$ cat src/rtl/ldpc_pkg.sv
// Shared LDPC message widths and typedefs used by the check-node unit.
package ldpc_pkg;

  localparam int unsigned MAG_W  = 4;
  localparam int unsigned CMSG_W = 5;
  localparam int unsigned VMSG_W = 6;

  typedef logic [MAG_W-1:0] mag_t;

  localparam mag_t MAG_MAX = 4'd15;

  // Variable-to-check message from the VNU.
  typedef struct packed {
    logic hd;
    logic sign;
    mag_t mag;
  } vmsg_t;

  // Check-to-variable message in the VNU X input format.
  typedef struct packed {
    logic sign;
    mag_t mag;
  } cmsg_t;

  typedef enum logic {StAcc, StWait} in_st_e;
  typedef enum logic {StIdle, StEmit} out_st_e;

endpackage

$ cat src/rtl/cnu_serial_if.sv
// Handshake bundle between the VNU side and the serial CNU.
interface cnu_serial_if;
  import ldpc_pkg::*;

  logic  in_valid;
  vmsg_t in_data;
  logic  in_ready;
  logic  out_valid;
  cmsg_t out_data;
  logic  out_last;
  logic  out_ready;
  logic  parity_valid;
  logic  parity_ok;

  modport master (
    output in_valid, in_data, out_ready,
    input  in_ready, out_valid, out_data, out_last, parity_valid, parity_ok
  );

  modport slave (
    input  in_valid, in_data, out_ready,
    output in_ready, out_valid, out_data, out_last, parity_valid, parity_ok
  );

endinterface

$ cat src/rtl/cnu_min_tracker.sv
// Combinational min1/min2/index next-value logic; registers live in the parent.
module cnu_min_tracker
  import ldpc_pkg::*;
#(
  parameter int unsigned IdxW = 3
) (
  input  mag_t            mag_i,
  input  logic [IdxW-1:0] cnt_i,
  input  mag_t            min1_i,
  input  mag_t            min2_i,
  input  logic [IdxW-1:0] idx_i,
  output mag_t            min1_o,
  output mag_t            min2_o,
  output logic [IdxW-1:0] idx_o
);

  // Strict compares: an equal later value never displaces min1, it lands in min2.
  always_comb begin
    min1_o = min1_i;
    min2_o = min2_i;
    idx_o  = idx_i;
    if (mag_i < min1_i) begin
      min2_o = min1_i;
      min1_o = mag_i;
      idx_o  = cnt_i;
    end else if (mag_i < min2_i) begin
      min2_o = mag_i;
    end
  end

endmodule

$ cat src/rtl/cnu_serial.sv
// Serial offset-min-sum check node unit, double-banked: one frame accumulates
// while the previous frame is emitted.
module cnu_serial
  import ldpc_pkg::*;
#(
  parameter int unsigned DEG    = 6,
  parameter int unsigned OFFSET = 0
) (
  input logic         clk,
  input logic         rst_n,
  cnu_serial_if.slave bus
);

  localparam int unsigned IdxW = (DEG > 1) ? $clog2(DEG) : 1;
  typedef logic [IdxW-1:0] idx_t;
  localparam idx_t LastIdx = idx_t'(DEG - 1);
  localparam mag_t OffMag  = mag_t'(OFFSET);

  // Accumulation bank
  in_st_e         in_st_q, in_st_d;
  idx_t           in_cnt_q, in_cnt_d;
  mag_t           min1_q, min1_d, min2_q, min2_d;
  idx_t           idx_q, idx_d;
  logic           sign_acc_q, sign_acc_d, par_acc_q, par_acc_d;
  logic [DEG-1:0] sign_mem_q, sign_mem_d;

  // Output bank
  out_st_e        out_st_q, out_st_d;
  idx_t           out_cnt_q, out_cnt_d;
  mag_t           b_min1_q, b_min1_d, b_min2_q, b_min2_d;
  idx_t           b_idx_q, b_idx_d;
  logic           b_sign_q, b_sign_d;
  logic [DEG-1:0] b_sign_mem_q, b_sign_mem_d;
  cmsg_t          out_data_q, out_data_d;
  logic           out_last_q, out_last_d;
  logic           par_valid_q, par_valid_d, par_ok_q, par_ok_d;

  // Frame values including the beat accepted this cycle
  mag_t           trk_min1, trk_min2, fr_min1, fr_min2;
  idx_t           trk_idx, fr_idx;
  logic           fr_sign, fr_par;
  logic [DEG-1:0] fr_sign_mem;
  logic           accept, out_hs, bank_free, last_acc, transfer;

  function automatic cmsg_t beat_msg(idx_t i, mag_t m1, mag_t m2, idx_t ix, logic s,
                                     logic [DEG-1:0] smem);
    mag_t  m;
    cmsg_t r;
    m      = (i == ix) ? m2 : m1;
    r.mag  = (m > OffMag) ? m - OffMag : '0;
    r.sign = (r.mag != '0) & (s ^ smem[i]);
    return r;
  endfunction

  cnu_min_tracker #(
    .IdxW (IdxW)
  ) u_min_tracker (
    .mag_i  (bus.in_data.mag),
    .cnt_i  (in_cnt_q),
    .min1_i (min1_q),
    .min2_i (min2_q),
    .idx_i  (idx_q),
    .min1_o (trk_min1),
    .min2_o (trk_min2),
    .idx_o  (trk_idx)
  );

  // Handshake decode and the transfer condition shared by both sides.
  always_comb begin
    accept    = bus.in_valid && (in_st_q == StAcc);
    out_hs    = (out_st_q == StEmit) && bus.out_ready;
    bank_free = (out_st_q == StIdle) || (out_hs && out_last_q);
    last_acc  = accept && (in_cnt_q == LastIdx);
    transfer  = bank_free && (last_acc || (in_st_q == StWait));

    fr_min1     = accept ? trk_min1 : min1_q;
    fr_min2     = accept ? trk_min2 : min2_q;
    fr_idx      = accept ? trk_idx : idx_q;
    fr_sign     = sign_acc_q ^ (accept & bus.in_data.sign);
    fr_par      = par_acc_q ^ (accept & bus.in_data.hd);
    fr_sign_mem = sign_mem_q;
    if (accept) fr_sign_mem[in_cnt_q] = bus.in_data.sign;
  end

  // Input FSM and accumulator next state.
  always_comb begin
    in_st_d    = in_st_q;
    in_cnt_d   = in_cnt_q;
    min1_d     = fr_min1;
    min2_d     = fr_min2;
    idx_d      = fr_idx;
    sign_acc_d = fr_sign;
    par_acc_d  = fr_par;
    sign_mem_d = fr_sign_mem;
    if (accept) in_cnt_d = last_acc ? '0 : in_cnt_q + idx_t'(1);
    if (transfer) begin
      min1_d     = MAG_MAX;
      min2_d     = MAG_MAX;
      idx_d      = '0;
      sign_acc_d = 1'b0;
      par_acc_d  = 1'b0;
      sign_mem_d = '0;
    end
    unique case (in_st_q)
      StAcc:   if (last_acc && !bank_free) in_st_d = StWait;
      StWait:  if (bank_free) in_st_d = StAcc;
      default: in_st_d = StAcc;
    endcase
  end

  // Output FSM, bank load and registered output beat.
  always_comb begin
    out_st_d     = out_st_q;
    out_cnt_d    = out_cnt_q;
    b_min1_d     = b_min1_q;
    b_min2_d     = b_min2_q;
    b_idx_d      = b_idx_q;
    b_sign_d     = b_sign_q;
    b_sign_mem_d = b_sign_mem_q;
    out_data_d   = out_data_q;
    out_last_d   = out_last_q;
    par_valid_d  = 1'b0;
    par_ok_d     = par_ok_q;
    if (transfer) begin
      b_min1_d     = fr_min1;
      b_min2_d     = fr_min2;
      b_idx_d      = fr_idx;
      b_sign_d     = fr_sign;
      b_sign_mem_d = fr_sign_mem;
      out_st_d     = StEmit;
      out_cnt_d    = '0;
      out_data_d   = beat_msg('0, fr_min1, fr_min2, fr_idx, fr_sign, fr_sign_mem);
      out_last_d   = 1'b0;
      par_valid_d  = 1'b1;
      par_ok_d     = ~fr_par;
    end else if (out_hs) begin
      if (out_last_q) begin
        out_st_d   = StIdle;
        out_last_d = 1'b0;
      end else begin
        out_cnt_d  = out_cnt_q + idx_t'(1);
        out_data_d = beat_msg(out_cnt_q + idx_t'(1), b_min1_q, b_min2_q, b_idx_q, b_sign_q,
                              b_sign_mem_q);
        out_last_d = (out_cnt_q + idx_t'(1)) == LastIdx;
      end
    end
  end

  // State registers; reset discards both banks.
  always_ff @(posedge clk or negedge rst_n) begin
    if (!rst_n) begin
      in_st_q      <= StAcc;
      in_cnt_q     <= '0;
      min1_q       <= MAG_MAX;
      min2_q       <= MAG_MAX;
      idx_q        <= '0;
      sign_acc_q   <= 1'b0;
      par_acc_q    <= 1'b0;
      sign_mem_q   <= '0;
      out_st_q     <= StIdle;
      out_cnt_q    <= '0;
      b_min1_q     <= MAG_MAX;
      b_min2_q     <= MAG_MAX;
      b_idx_q      <= '0;
      b_sign_q     <= 1'b0;
      b_sign_mem_q <= '0;
      out_data_q   <= '0;
      out_last_q   <= 1'b0;
      par_valid_q  <= 1'b0;
      par_ok_q     <= 1'b0;
    end else begin
      in_st_q      <= in_st_d;
      in_cnt_q     <= in_cnt_d;
      min1_q       <= min1_d;
      min2_q       <= min2_d;
      idx_q        <= idx_d;
      sign_acc_q   <= sign_acc_d;
      par_acc_q    <= par_acc_d;
      sign_mem_q   <= sign_mem_d;
      out_st_q     <= out_st_d;
      out_cnt_q    <= out_cnt_d;
      b_min1_q     <= b_min1_d;
      b_min2_q     <= b_min2_d;
      b_idx_q      <= b_idx_d;
      b_sign_q     <= b_sign_d;
      b_sign_mem_q <= b_sign_mem_d;
      out_data_q   <= out_data_d;
      out_last_q   <= out_last_d;
      par_valid_q  <= par_valid_d;
      par_ok_q     <= par_ok_d;
    end
  end

  assign bus.in_ready     = (in_st_q == StAcc);
  assign bus.out_valid    = (out_st_q == StEmit);
  assign bus.out_data     = out_data_q;
  assign bus.out_last     = out_last_q;
  assign bus.parity_valid = par_valid_q;
  assign bus.parity_ok    = par_ok_q;

endmodule

$ cat src/flat_wrapper.sv
// flat-port wrapper written by rule: the top's interface ports become plain ports
module cnu_serial_flat import ldpc_pkg::*;
#(
  parameter int unsigned DEG    = 6,
  parameter int unsigned OFFSET = 0
)
  (clk, rst_n, bus_in_valid, bus_in_data, bus_out_ready, bus_in_ready, bus_out_valid, bus_out_data, bus_out_last, bus_parity_valid, bus_parity_ok);
  cnu_serial_if bus_i ();
  input logic clk;
  input logic rst_n;
  input wire logic [$bits(bus_i.in_valid)-1:0] bus_in_valid;
  input wire logic [$bits(bus_i.in_data)-1:0] bus_in_data;
  input wire logic [$bits(bus_i.out_ready)-1:0] bus_out_ready;
  output wire logic [$bits(bus_i.in_ready)-1:0] bus_in_ready;
  output wire logic [$bits(bus_i.out_valid)-1:0] bus_out_valid;
  output wire logic [$bits(bus_i.out_data)-1:0] bus_out_data;
  output wire logic [$bits(bus_i.out_last)-1:0] bus_out_last;
  output wire logic [$bits(bus_i.parity_valid)-1:0] bus_parity_valid;
  output wire logic [$bits(bus_i.parity_ok)-1:0] bus_parity_ok;
  assign bus_i.in_valid = bus_in_valid;
  assign bus_i.in_data = bus_in_data;
  assign bus_i.out_ready = bus_out_ready;
  assign bus_in_ready = bus_i.in_ready;
  assign bus_out_valid = bus_i.out_valid;
  assign bus_out_data = bus_i.out_data;
  assign bus_out_last = bus_i.out_last;
  assign bus_parity_valid = bus_i.parity_valid;
  assign bus_parity_ok = bus_i.parity_ok;
  cnu_serial #(.DEG(DEG), .OFFSET(OFFSET)) u_core (.clk(clk), .rst_n(rst_n), .bus(bus_i));
endmodule
$ cat config.mk
export PLATFORM = sky130hd
export DESIGN_NAME = cnu_serial_flat
export DESIGN_NICKNAME = d
export VERILOG_FILES = /design/src/rtl/ldpc_pkg.sv /design/src/rtl/cnu_serial_if.sv /design/src/rtl/cnu_min_tracker.sv /design/src/rtl/cnu_serial.sv /design/src/flat_wrapper.sv
export SDC_FILE = /design/constraint.sdc
export NUM_CORES = 1
export LEC_CHECK = 0
export CORE_MARGIN = 4
export CORE_UTILIZATION = 51
export CTS_CLUSTER_DIAMETER = 120
export DETAILED_ROUTE_END_ITERATION = 10
export PLACE_DENSITY = 0.74
export SYNTH_ARGS = -nofsm -noshare
export SYNTH_HDL_FRONTEND = slang
export SYNTH_SLANG_ARGS = --single-unit
$ cat constraint.sdc
create_clock -name clk -period 3.3 [get_ports clk]
set_input_delay 0.66 -clock clk [delete_from_list [all_inputs] [get_ports clk]]
set_output_delay 0.66 -clock clk [all_outputs]
set_load 0.02 [all_outputs]
## Yosys cells after proc, flatten, opt, wreduce, memory -nomap -nowiden

Cells that the tools add are included.

| storage, ports and cells | value |
|---|---|
| bits of input ports | 10 |
| output and inout port bits | 10 |
| word-level logic and storage cells | 101 |
| register bits after elaboration | 53 |

| cells by class | value |
|---|---|
| reductions and logical operators | 17 |
| eq/ne operators | 4 |
| mux-type cells | 40 |
| bitwise operators | 11 |
| order comparisons | 7 |
| add/subtract/negate cells | 2 |

Operator list:

| kind | count |
|---|---|
| 2-to-1 mux 4 bit | 11 |
| 2-to-1 mux 3 bit | 7 |
| 2-to-1 mux 5 bit | 3 |
| 2-to-1 mux 1 bit | 13 |
| 2-to-1 mux 6 bit | 2 |
| greater-than comparator 4 x 1 -> 1 bit (second input constant) | 2 |
| < comparator 3 x 4 -> 1 bit (second input constant) | 2 |
| < comparator 4 bit | 2 |
| nonzero test 4 bit | 2 |
| logical AND 1 bit | 7 |
| adder 3 x 1 -> 3 bit (second input constant) | 2 |
| bitwise mux 6 bit | 1 |
| equality test 3 bit (second input constant) | 2 |
| AND 1 bit | 4 |
| AND reduction 2 bit | 2 |
| nonzero test 2 bit | 2 |
| bitwise XOR 1 bit | 4 |
| binary-select mux 1 bit (select 3 bit) | 1 |
| demux 1 bit (select 3 bit) | 1 |
| equality test 3 bit | 1 |
| >= comparator 3 x 1 -> 1 bit (second input constant) | 1 |
| zero test 3 bit | 1 |
| inverter 1 bit | 3 |
| logical OR 1 bit | 2 |
| other kinds (3) | 3 |

## Logic depth before layout (Yosys ltp)

| depth | value |
|---|---|
| depth after elaboration | 10 |
| mapped depth | 12 |
| depth with buffers taken out | 9 |

## Cells and area by module

Synthesis repeated with hierarchy kept, for this count alone.

| unflattened totals | value |
|---|---|
| cells, all modules | 298 |
| area total of the unflattened synthesis | 3035.4 µm² |

Modules (own cells, without submodules):

| module | seq. area each (µm²) | cells an instance | times used | area an instance (µm²) |
|---|---|---|---|---|
| cnu_serial | 1346.3 | 259 | 1 | 2691.3 |
| cnu_min_tracker | 0.0 | 39 | 1 | 344.1 |

## Worst setup path after synthesis

No wires, ideal clock.

| timing | value |
|---|---|
| path type | input to register |
| from | in bus_in_data[2] |
| to | reg u_core.out_data_q, in the netlist u_core.bus.out_data[3] |
| arrival time | 2.538 ns |
| path buffers | 3 |
| library setup time | 0.142 ns |
| cell stages on the path | 11 |
| data required time | 3.158 ns |
| slack | 0.619 ns |
| path through | ha_1 -> o21a_1 -> or2_2 -> clkbuf_2 -> and2_4 -> buf_6 -> nand2b_4 -> buf_6 -> mux2i_4 -> mux2i_1 -> o221ai_1 |

| between the ends | value |
|---|---|
| longest elaborated chain between the ends | 8 |
| elaborated cells between the ends (all ways) | 14 |
| those cells by class | order compare (3); mux (10); reduce/logical (1) |

Ends and longest elaborated chain:

| item | line | RTL |
|---|---|---|
| from (decl) | flat_wrapper.sv:12 | `input wire logic [$bits(bus_i.in_data)-1:0] bus_in_data;` |
| < comparator 4 bit (on tied branches) | cnu_min_tracker.sv:22, cnu_min_tracker.sv:26 |  |
| 2-to-1 mux 3 bit or 2-to-1 mux 4 bit (tied branches) | cnu_min_tracker.sv:22, cnu_min_tracker.sv:26 |  |
| 2-to-1 mux 3 bit or 2-to-1 mux 4 bit (tied branches) | cnu_serial.sv:78, cnu_min_tracker.sv:22 |  |
| zero test 3 bit or 2-to-1 mux 4 bit (tied branches) | cnu_serial.sv:49, cnu_serial.sv:77 |  |
| 2-to-1 mux 4 bit (*) | cnu_serial.sv:49 | `m = (i == ix) ? m2 : m1;` |
| greater-than comparator 4 x 1 -> 1 bit | cnu_serial.sv:50 | `r.mag = (m > OffMag) ? m - OffMag : '0;` |
| 2-to-1 mux 4 bit (*) | cnu_serial.sv:50 |  |
| 2-to-1 mux 5 bit (*) | cnu_serial.sv:124 | `if (transfer) begin` |
| to (signal assigned) | cnu_serial.sv:187 | `out_data_q <= out_data_d;` |
| to (decl) | cnu_serial.sv:34 | `cmsg_t out_data_q, out_data_d;` |

Mark *: on every way between the ends. The rest lies on a longest branch, timed or not.
A chain may end at the register's enable or synchronous reset.

## Worst setup path after layout

| timing | value |
|---|---|
| from | in bus_in_data[1] |
| to | reg u_core.out_data_q, in the netlist u_core.bus.out_data[4] |

| between the ends | value |
|---|---|
| longest elaborated chain between the ends | 10 |
| elaborated cells between the ends (all ways) | 16 |
| those cells by class | order compare (3); mux (10); bitwise (1); reduce/logical (2) |

Ends and longest elaborated chain:

| item | line | RTL |
|---|---|---|
| < comparator 4 bit (on tied branches) | cnu_min_tracker.sv:22, cnu_min_tracker.sv:26 |  |
| 2-to-1 mux 3 bit or 2-to-1 mux 4 bit (tied branches) | cnu_min_tracker.sv:22, cnu_min_tracker.sv:26 |  |
| 2-to-1 mux 3 bit or 2-to-1 mux 4 bit (tied branches) | cnu_serial.sv:78, cnu_min_tracker.sv:22 |  |
| zero test 3 bit or 2-to-1 mux 4 bit (tied branches) | cnu_serial.sv:49, cnu_serial.sv:77 |  |
| 2-to-1 mux 4 bit (*) | cnu_serial.sv:49 |  |
| greater-than comparator 4 x 1 -> 1 bit | cnu_serial.sv:50 |  |
| 2-to-1 mux 4 bit (*) | cnu_serial.sv:50 |  |
| nonzero test 4 bit (*) | cnu_serial.sv:51 | `r.sign = (r.mag != '0) & (s ^ smem[i]);` |
| AND 1 bit (*) | cnu_serial.sv:51 |  |
| 2-to-1 mux 5 bit (*) | cnu_serial.sv:124 |  |

Marks and branches as above.

==> impl_metrics.toml <==
[critical_path]
worstPathMaxFanout = 7
r2r_cells = 8
crit_path_start_kind = "primary input"
end_kind = "flop"
crit_path_start = "bus_in_data[1]"
r2r-start = "u_core.min1_q[2]$_DFF_PN1_"
critical_path_class = "in2reg"
cp.arrival_ns = 3.07
cp_data_required_time_ns = 3.48

[clock_tree]
post-cts-setup-buffers = 0
clock_latency_ns = 0.30
cts_max_path_buffers = 2
cts_buffers = 5
tritoncts = "yes"
cts_sinks = 53
ctsResizeCount = 0
clk_pin_slew_ns = 0.10
cts_hold_buf = 0
h-tree-depth = 2
cts_root_buf = "clkbuf_8"

[yosys]
ys.warnings.count = 0
synthFlopType = "dfrtp_1"
synth_nets = 315
synth_edf_count = 0
yosys_register_bits = 53
synth_mux_area_frac = 0.08756
async_flop_share = 1.000
synth_top_family_by_area = "simple AND/OR/NAND/NOR gates"
synth_compound_area_frac = 0.1409
synth_simple_gate_area_frac = 0.1658
syn_area_um2 = 2815
synth_cells = 293
synth_xor_area_frac = 0.03111
synthAdderAreaFrac = 0.05333
synthDistinctLibCells = 48
syn_area_per_cell_um2 = 9.608
synth.yosys.seq_area_share = 0.4782

[timing]
worstMarginPinSlew_ns = 1.083
period_needed_ns = 2.891
rsz0062_at_grt = "no"
timing.setup.tns_ns = 0
setup_viol = 0
max_freq_ghz = 0.3459
hold_viol = 0
post-route-period-util = 0.8759
slew_violations = 0
skew_ns = 0.006778
max_slew_margin = 0.2780

[worst_hold_path]
min-delay-start = "u_core.b_min1_q[0]$_DFFE_PN1P_"
hold_path.class = "reg2reg"
min_path_cells = 2

[drt]
first_iter_violations = 89
top_layer_used = "met4"
drc = 0
dr_wl_met3_um = 199
wl_per_cell_um = 15.18
wl_met2_um = 2832
wl_met1_um = 2620
vias = 2139
drtAntennaViolNets = 0
totalWireLength_um = 5814
drtPass1Iterations = 4
vias_per_cell = 5.585

[global_route]
grt_overflow_total = 0
grt_pass1_wl_um = 10080
antenna_found_initial = 0
grt_pass1_vias = 2129
track_usage = 0.1971
grt_max_degree = 50

[die]
fp.dieW_um = 82.30
die_area_um2 = 6772
chipHeight_um = 82.30
placement_rows = 26
io_pins = 20
design.core.area_um2 = 5238
initial_utilization = 0.5375

[pwr]
finalPower_mw = 3.190
p_leak_nw = 1.488
powerDensity_nw_per_um2 = 1001
ir_drop_v = 0.0004706

[layout]
final_nets = 334
antenna_cells = 0
area_growth_pct = 13.20
drive_gt1_frac = 0.1278
fillCellCount = 462
mostFrequentLayoutCells = "nand2_1, dfrtp_1, nor2_1, mux2i_1"
layout_commonest_cell = "nand2_1"

[placed_design]
gp_congestion = 0.9306
dp_hpwl_um = 4254
portBuffers = 19

[job]
drv_cap = 0

[outcome]
outcome = "finished clean"
[synthesized netlist by cell type (all sizes together) (2+ instances only)]
| cell type | count | share of area |
|---|---|---|
| nor4 | 4 | 0.0089 |
| ha | 12 | 0.053 |
| clkbuf | 12 | 0.016 |
| a32o | 2 | 0.0071 |
| dfrtp | 37 | 0.33 |
| a31oi | 3 | 0.0067 |
| and2 | 2 | 0.0053 |
| inv | 12 | 0.016 |
| mux2i | 20 | 0.076 |
| buf | 3 | 0.0093 |
| or2 | 3 | 0.0067 |
| nor2 | 31 | 0.041 |
| a221o | 2 | 0.0071 |
| a21oi | 15 | 0.028 |
| xor2 | 6 | 0.019 |
| xnor2 | 4 | 0.012 |
| dfstp | 16 | 0.15 |
| o21ai | 23 | 0.041 |
| nand4 | 2 | 0.0044 |
| nand3 | 5 | 0.0089 |
| nand2b | 5 | 0.014 |
| nand2 | 46 | 0.061 |
| o22ai | 4 | 0.0089 |
| o21a | 2 | 0.0053 |
| o211ai | 4 | 0.011 |
| nor3 | 4 | 0.0071 |
[state kept, by name, indices dropped and copies added (netlist names), 4 cells and up]
signal and count:
u_core.min1_q 4, u_core.bus.out_data 5, u_core.b_min2_q 4, u_core.b_sign_mem_q 6
u_core.b_min1_q 4, u_core.sign_mem_q 6, u_core.min2_q 4
[metal layers]
layer	GRT usage	vias up
met5	0	-
met4	0.07309	0
met3	0.04230	19
met2	0.3317	53
met1	0.2479	1017
li1	-	1050
[metrics by stage]
| step | instances | area [um2] | hold WS [ns] | setup slack [ns] | util |
|---|---|---|---|---|---|
| 2_1_floorplan | 293 | 2815 | 0.3644 | 0.6195 | - |
| 3_3_place_gp | 375 | 3075 | 0.4652 | 0.1480 | 0.5872 |
| 3_5_place_dp | 375 | 3075 | 0.4743 | 0.1001 | 0.5872 |
| 4_1_cts | 383 | 3187 | 0.4902 | 0.4337 | 0.6085 |
| 5_1_grt | 383 | 3187 | 0.5233 | 0.1839 | 0.6085 |
| 6_report | 383 | 3187 | 0.4937 | 0.4094 | 0.6085 |
[report_power, final]
| part | internal [mW] | switching, mW | leakage (nW) |
|---|---|---|---|
| Clock | 0.228 | 0.218 | 0.0554 |
| Combinational | 0.676 | 0.821 | 0.804 |
| Sequential | 1.01 | 0.242 | 0.629 |
| Total | 1.91 | 1.28 | 1.49 |
[kinds of logic (layout without fill, tap and decap cells)]
kind of cell / count (synthesis) / after routing
mux: 22 / 22
simple gates: 105 / 105
buf+inv: 28 / 48
xor+xnor: 10 / 10
fa+ha+maj: 12 / 12
flops: 53 / 53
compound gates: 63 / 63
[path summary, 6_finish.rpt]
| kind | end | slack, ns |
|---|---|---|
| min in group asynchronous | u_core.bus.out_data[3]$_DFFE_PN0P_ | 0.55 |
| hold / removal | u_core.b_min1_q[0]$_DFFE_PN1P_ | 0.49 |
| hold reg to reg | u_core.b_min1_q[0]$_DFFE_PN1P_ | 0.49 |
| setup reg to reg | u_core.bus.out_data[4]$_DFFE_PN0P_ | 0.64 |
| max in group asynchronous | u_core.b_min1_q[3]$_DFFE_PN1P_ | 1.98 |
| setup / recovery | u_core.bus.out_data[4]$_DFFE_PN0P_ | 0.41 |
[cell type report]
cell class | instances | area [um2] | area share
Clock buffer | 6 | 72.57 | 0.02277
Clock inverter | 2 | 38.79 | 0.01217
Inverter | 13 | 48.80 | 0.01531
Multi-Input combinational cell | 212 | 1348 | 0.4228
Sequential cell | 53 | 1346 | 0.4225
Tap cell | 70 | 87.58 | 0.02748
Timing Repair Buffer | 27 | 245.2 | 0.07695
[worst max-delay path, cell delays in order]
cell and delay (ns):
clkdlybuf4s50_1 0.57, ha_1 0.26, a2111o_1 0.45, a211o_1 0.33, a32o_1 0.28, nor4_1 0.39, a31oi_1 0.14
Note: power is estimated with default switching activity, not from simulation.
==> RTL edit 1, RTL diff (config.mk and constraints unchanged) <==
One comparison of `in_cnt_q` changes from == to >=.
--- a/src/rtl/cnu_serial.sv
+++ b/src/rtl/cnu_serial.sv
@@ -70,7 +70,7 @@
     accept    = bus.in_valid && (in_st_q == StAcc);
     out_hs    = (out_st_q == StEmit) && bus.out_ready;
     bank_free = (out_st_q == StIdle) || (out_hs && out_last_q);
-    last_acc  = accept && (in_cnt_q == LastIdx);
+    last_acc  = accept && (in_cnt_q >= LastIdx);
     transfer  = bank_free && (last_acc || (in_st_q == StWait));
 
     fr_min1     = accept ? trk_min1 : min1_q;
Behaviour: no difference found for any inputs over 10 cycles, from zero or initial values and one cycle with rst_n low; that may be too few to reach the edited logic, so the function may still have changed.
==> RTL edit 1 against the original RTL <==
- clock skew increased by 0.0033 ns
- largest power group unchanged
- sequential cell count is the same
- worst setup slack better by 0.11 ns
- largest cell class is now flip-flops and latches
- combinational power decreased by 10%
- wire length down 5.6%
- utilization fell by 0.70 points
- highest routed layer unchanged
- synthesized area decreased by 0.84%
- cell area fell by 1.8%
- total power shrank 8.3%
==> RTL edit 1: results (changes against the original RTL) <==
Yosys
  • Sequential area share after synthesis: 48.2% (+0.41 points)
  • Most instantiated cells after synthesis: nand2_1 (50), dfrtp_1 (37), nor2_1 (26)
  • Count of cell types in the netlist: 50 (+4.2%)
  • Post-synthesis compound-gate area fraction: 14.7% (+0.57 points)
  • Synth area leaders: dfrtp_1 (33%), dfstp_2 (15%), nand2_1 (6.7%)
  • Synth Area in XOR/XNOR: 3.14% (+0.026 points)
  • Top_reg_cell synth: dfrtp_1
  • Post-Syn Nets: 308 (-2.2%)
  • Post-Synth Adder-Cell Area: 5.38% (+0.045 points)
  • Ys Warns: 0 (unchanged)
  • Mux contribution to synthesized area: 7.75% (-1.0 points)

Finish
  • CLK BUF: 7 (+1)
  • NonClk Buf Share: 7.35% (-0.34 points)
  • Fill cell count: 459 (-0.65%)
  • Seq area share: 43.0% (+0.76 points)
  • Fraction of area in multi-input gates: 41.9% (-0.36 points)
  • Number of non-clock buffers: 25 (-7.4%)
  • ClkCell Share: 3.00% (-0.50 points)
  • Antenna diode count: 0 (unchanged)
  • Nets: 326 (-2.4%)
  • Inverter count: 16 (+3)
  • Comb_multi_in: 203 (-4.2%)
  • Fraction of layout cells with a size suffix above 1: 13.8% (+0.99 points)

Drt
  • Highest routed metal layer: met4
  • Via density: 5.48 (-1.9%)
  • 1st-iter DRT viols: 95 (+6.7%)
  • WL met2: 2.69 mm (-5.0%)
  • 1st-pass router iterations: 4 (unchanged)
  • Met3 wire length: 134 um (-33%)
  • Metal-1 WL: 2.55 mm (-2.8%)
  • WL final: 5.49 mm (-5.6%)

GRT
  • Number of global-route vias before repair: 2067 (-2.9%)
  • Wire length of the first global-routing pass: 9.80 mm (-2.8%)
  • Tot GR Track Use: 19.1% (-0.63 points)
  • Largest net degree at the start of global routing: 50 (unchanged)

Clocking
  • Postcts setup bufs: 0 (unchanged)
  • Cts bufs inserted: 5 (unchanged)
  • Worst-path clk slew: 0.09 ns
  • Post-cts resize count: 0 (unchanged)
  • H-tree levels: 2 (unchanged)
  • CTS sink cnt: 53 (unchanged)

STA
  • Final setup margin: 0.519 ns (+0.109 ns)
  • Worst clock skew: 0.0101 ns (+0.00332 ns)
  • Worst-Margin Slew: 1.08 ns (-0.00582 ns)

Placement
  • Placement Setup Slack: 0.212 ns (+0.112 ns)
  • DP HPWL: 4.00 mm (-5.9%)
  • GPL Wtd Cong: 0.883 (-5.1%)

Critical path
  • Slowest cell delay on critical path: 0.49 ns (-0.08 ns)
  • Crit-path max FO: 11 (+4)
  • Reg2Reg Setup Slack: 0.74 ns (+0.10 ns)
  • Slowest cell on crit path: clkdlybuf4s50_1
  • Data arrival time of the worst path: 2.96 ns (-0.11 ns)

Power
  • Static Leakage: 1.45 nW (-2.8%)
  • Clock Power: 0.000374 W (-16%)
  • Net Switching: 0.00117 W (-8.5%)
  • Sequential group power: 0.00120 W (-4%)
  • Pwr Total: 0.00293 W (-8.3%)
  • Peak VDD IR: 0.454 mV (-3.5%)

Hold path
  • Hold crit path type: flip-flop to flip-flop

Run status
  • Status: complete, no violations
==> RTL edit 1: cell types whose count changed after synthesis, sizes merged, moves of 3 or more <==
cell    unedited run  this run
a21oi             15         9
buf                3         9
nand2             46        50
inv               12        16
clkbuf            12         5
mux2i             20        16
o221ai             1         4
nor2              31        26
==> RTL edit 1: metrics by stage <==
step / instances / hold WS [ns] / area, um2
6_report: 375 / 0.488 / 3130
5_1_grt: 375 / 0.509 / 3130
4_1_cts: 375 / 0.492 / 3130
3_5_place_dp: 367 / 0.468 / 3040
3_3_place_gp: 367 / 0.460 / 3040
2_1_floorplan: 286 / 0.364 / 2790
==> RTL edit 1: worst paths after layout <==
check / start / to / cells after the start
hold / removal: u_core.b_min2_q[2]$_DFFE_PN1P_ / u_core.b_min2_q[2]$_DFFE_PN1P_ / 2
setup / recovery: bus_in_data[2] / u_core.bus.out_data[4]$_DFFE_PN0P_ / 10
hold reg to reg: u_core.b_min2_q[2]$_DFFE_PN1P_ / u_core.b_min2_q[2]$_DFFE_PN1P_ / 2
setup reg to reg: u_core.min1_q[1]$_DFF_PN1_ / u_core.bus.out_data[4]$_DFFE_PN0P_ / 9
min in group asynchronous: rst_n / u_core.sign_mem_q[0]$_DFF_PN0_ / 1
max in group asynchronous: rst_n / u_core.b_min1_q[3]$_DFFE_PN1P_ / 2
==> RTL edit 1: worst max-delay path, delay by kind of cell <==
| kind | cells | cell delay (ns) |
|---|---|---|
| AOI/OAI and AO/OA | 6 | 0.93 |
| buffers and inverters | 2 | 0.70 |
| and+or+nand+nor | 1 | 0.34 |
| adders and majority gates | 1 | 0.31 |
==> RTL edit 1: per-layer routing <==
metal,GRT usage [%],vias up
li1,-,1031
met1,25.1,982
met2,31.2,30
met3,3.62,11
met4,7.14,0
met5,0,-
==> RTL edit 2, RTL diff (config.mk and constraints unchanged) <==
Without the edit above. Set the package constant `MAG_W` to 5 (it was 4).
--- a/src/rtl/ldpc_pkg.sv
+++ b/src/rtl/ldpc_pkg.sv
@@ -1,7 +1,7 @@
 // Shared LDPC message widths and typedefs used by the check-node unit.
 package ldpc_pkg;
 
-  localparam int unsigned MAG_W  = 4;
+  localparam int unsigned MAG_W  = 5;
   localparam int unsigned CMSG_W = 5;
   localparam int unsigned VMSG_W = 6;
 
Ports: changed (resized bus_in_data and bus_out_data); port bits go from 20 to 22. No check against the original RTL was run, so the function may have changed too.
==> RTL edit 2 against the original RTL <==
- cell area up 12%
- worst setup slack better by 0.13 ns
- via count is 11% higher
- die area grew 8.1%
- highest routed layer unchanged
- sequential share of layout area down 1.0 points
- cell count up 9.7%
- total power is 18% higher
- sequential cell count up 5
- critical path depth grew 2
- clock power up 37%
- synthesized area increased by 9.0%
- largest power group unchanged
- largest cell class unchanged
- critical endpoint is now u_core.bus.out_data[5]$_DFFE_PN0P_
- wire length is 18% higher
==> RTL edit 2: results (changes against the original RTL) <==
Clocking
  • Worst-path clk slew: 0.07 ns (-0.03 ns)
  • Post-cts resize count: 0 (unchanged)
  • Worst-skew pair later-pin latency: 0.34 ns (+0.04 ns)
  • Root buffer cell: clkbuf_8
  • Longest Clk Path Bufs: 2 (unchanged)
  • Cts bufs inserted: 9 (+4)
  • Postcts setup bufs: 0 (unchanged)
  • H-tree levels: 3 (+1)

Drt
  • 1st-iter DRT viols: 57 (-36%)
  • WL final: 6.87 mm (+18%)
  • 1st-pass router iterations: 4 (unchanged)
  • Routed vias: 2378 (+11%)

GRT
  • Number of global-route vias before repair: 2455 (+15%)
  • Initial antenna violation count: 0 (unchanged)
  • Wire length of the first global-routing pass: 11.5 mm (+14%)
  • Gr ovfl total: 0 (unchanged)
  • Largest net degree at the start of global routing: 36 (-28%)
  • Tot GR Track Use: 20.3% (+0.60 points)

STA
  • Worst-Margin Slew: 0.798 ns (-0.285 ns)
  • Worst clock skew: 0.00788 ns (+0.00110 ns)

Placement
  • GPL Wtd Cong: 0.834 (-10%)
  • Dpl cells: 404 (+7.7%)
  • Placement Setup Slack: 0.176 ns (+0.0762 ns)
  • DP HPWL: 4.96 mm (+17%)
  • Port Buffer Count: 21 (+2)

Critical path
  • Slowest cell on crit path: mux2i_1
  • Crit-path max FO: 6 (-1)
  • Data arrival time of the worst path: 2.98 ns (-0.09 ns)
  • Slowest cell delay on critical path: 0.50 ns (-0.07 ns)

Power
  • Static Leakage: 1.66 nW (+12%)
  • Peak VDD IR: 0.464 mV (-1.4%)

Finish
  • Fraction of layout cells with a size suffix above 1: 16.4% (+3.6 points)
  • Nets: 366 (+9.6%)
  • Fill cell count: 479 (+3.7%)
  • Post-route insts no fill: 420 (+9.7%)

Yosys
  • Post-Syn Nets: 338 (+7.3%)
  • Mean Syn Cell Area: 9.74 um2 (+1.4%)
  • Most instantiated cells after synthesis: nand2_1 (55), dfrtp_1 (42), nor2_1 (28)
  • Sequential area share after synthesis: 48.0% (+0.14 points)
  • FFs w/ async S/R, synth: 100% (unchanged)
  • Synth area leaders: dfrtp_1 (34%), dfstp_2 (14%), mux2i_1 (6.9%)
  • Count of cell types in the netlist: 50 (+4.2%)

Run status
  • Status: complete, no violations

Hold path
  • Hold crit path type: primary input to async pin
==> RTL edit 2: cell types whose count changed in the layout (fill, tap and decap cells not counted), moves of 3 or more <==
cell,before,now
nand2_1,46,55
clkbuf_8,5,11
dfrtp_1,37,42
clkinvlp_4,0,4
nand2b_1,4,0
o211ai_1,4,8
a41oi_1,0,3
nand3_1,5,8
nor2_1,31,28
o21ai_1,5,2
==> RTL edit 2: stage by stage <==
stage	util, %	hold WS [ns]	instance area (um2)
global placement	59.5	0.454	3380
detailed placement	59.5	0.464	3380
global route	62.9	0.452	3570
finish	62.9	0.410	3570
CTS	62.9	0.416	3570
floorplan	-	0.364	3070
==> RTL edit 2: worst paths after layout <==
kind	from	endpoint	slack (ns)	cells past startpoint
max	bus_in_data[2]	u_core.bus.out_data[5]$_DFFE_PN0P_	0.54	9
min reg2reg	u_core.b_min2_q[2]$_DFFE_PN1P_	u_core.b_min2_q[2]$_DFFE_PN1P_	0.47	2
max in group asynchronous	rst_n	u_core.min2_q[3]$_DFF_PN1_	2.03	2
max reg2reg	u_core.min1_q[2]$_DFF_PN1_	u_core.bus.out_data[5]$_DFFE_PN0P_	0.79	9
min	rst_n	u_core.b_sign_mem_q[3]$_DFFE_PN0P_	0.41	1
min in group clk	u_core.b_min2_q[2]$_DFFE_PN1P_	u_core.b_min2_q[2]$_DFFE_PN1P_	0.47	2
==> RTL edit 2: logic make-up after synthesis <==
logic type / synth area share, %
AND/OR/NAND/NOR: 16.3
XOR/XNOR: 2.81
multiplexers: 9.05
flip-flops: 48.0
adder cells (fa/ha/maj): 4.89
AO/OA/AOI/OAI: 15.2
buffers and inverters: 3.83
==> RTL edit 2: routing by layer <==
layer	GRT usage [%]	vias up	share of wire (%)
li1	-	1157	-
met1	24.1	1164	44
met2	35.8	50	51
met3	6.15	7	4.0
met4	5.32	0	1.1
met5	0	-	0
==> RTL edit 2: final cells by class <==
| class | count | share of cell area, % |
|---|---|---|
| flip-flops and latches | 58 | 41.2 |
| multi-input cells | 228 | 41.5 |
| inverters | 15 | 1.58 |
| clock buffers | 11 | 4.24 |
| repair buffers | 31 | 7.86 |
| well taps | 72 | 2.53 |
| clock inverters | 5 | 1.09 |
==> RTL edit 2: power breakdown <==
group          leakage (nW)  internal, W  switching [W]
Clock                0.0838     0.000314       0.000297
Sequential            0.689      0.00111       0.000257
Combinational         0.888     0.000764        0.00102
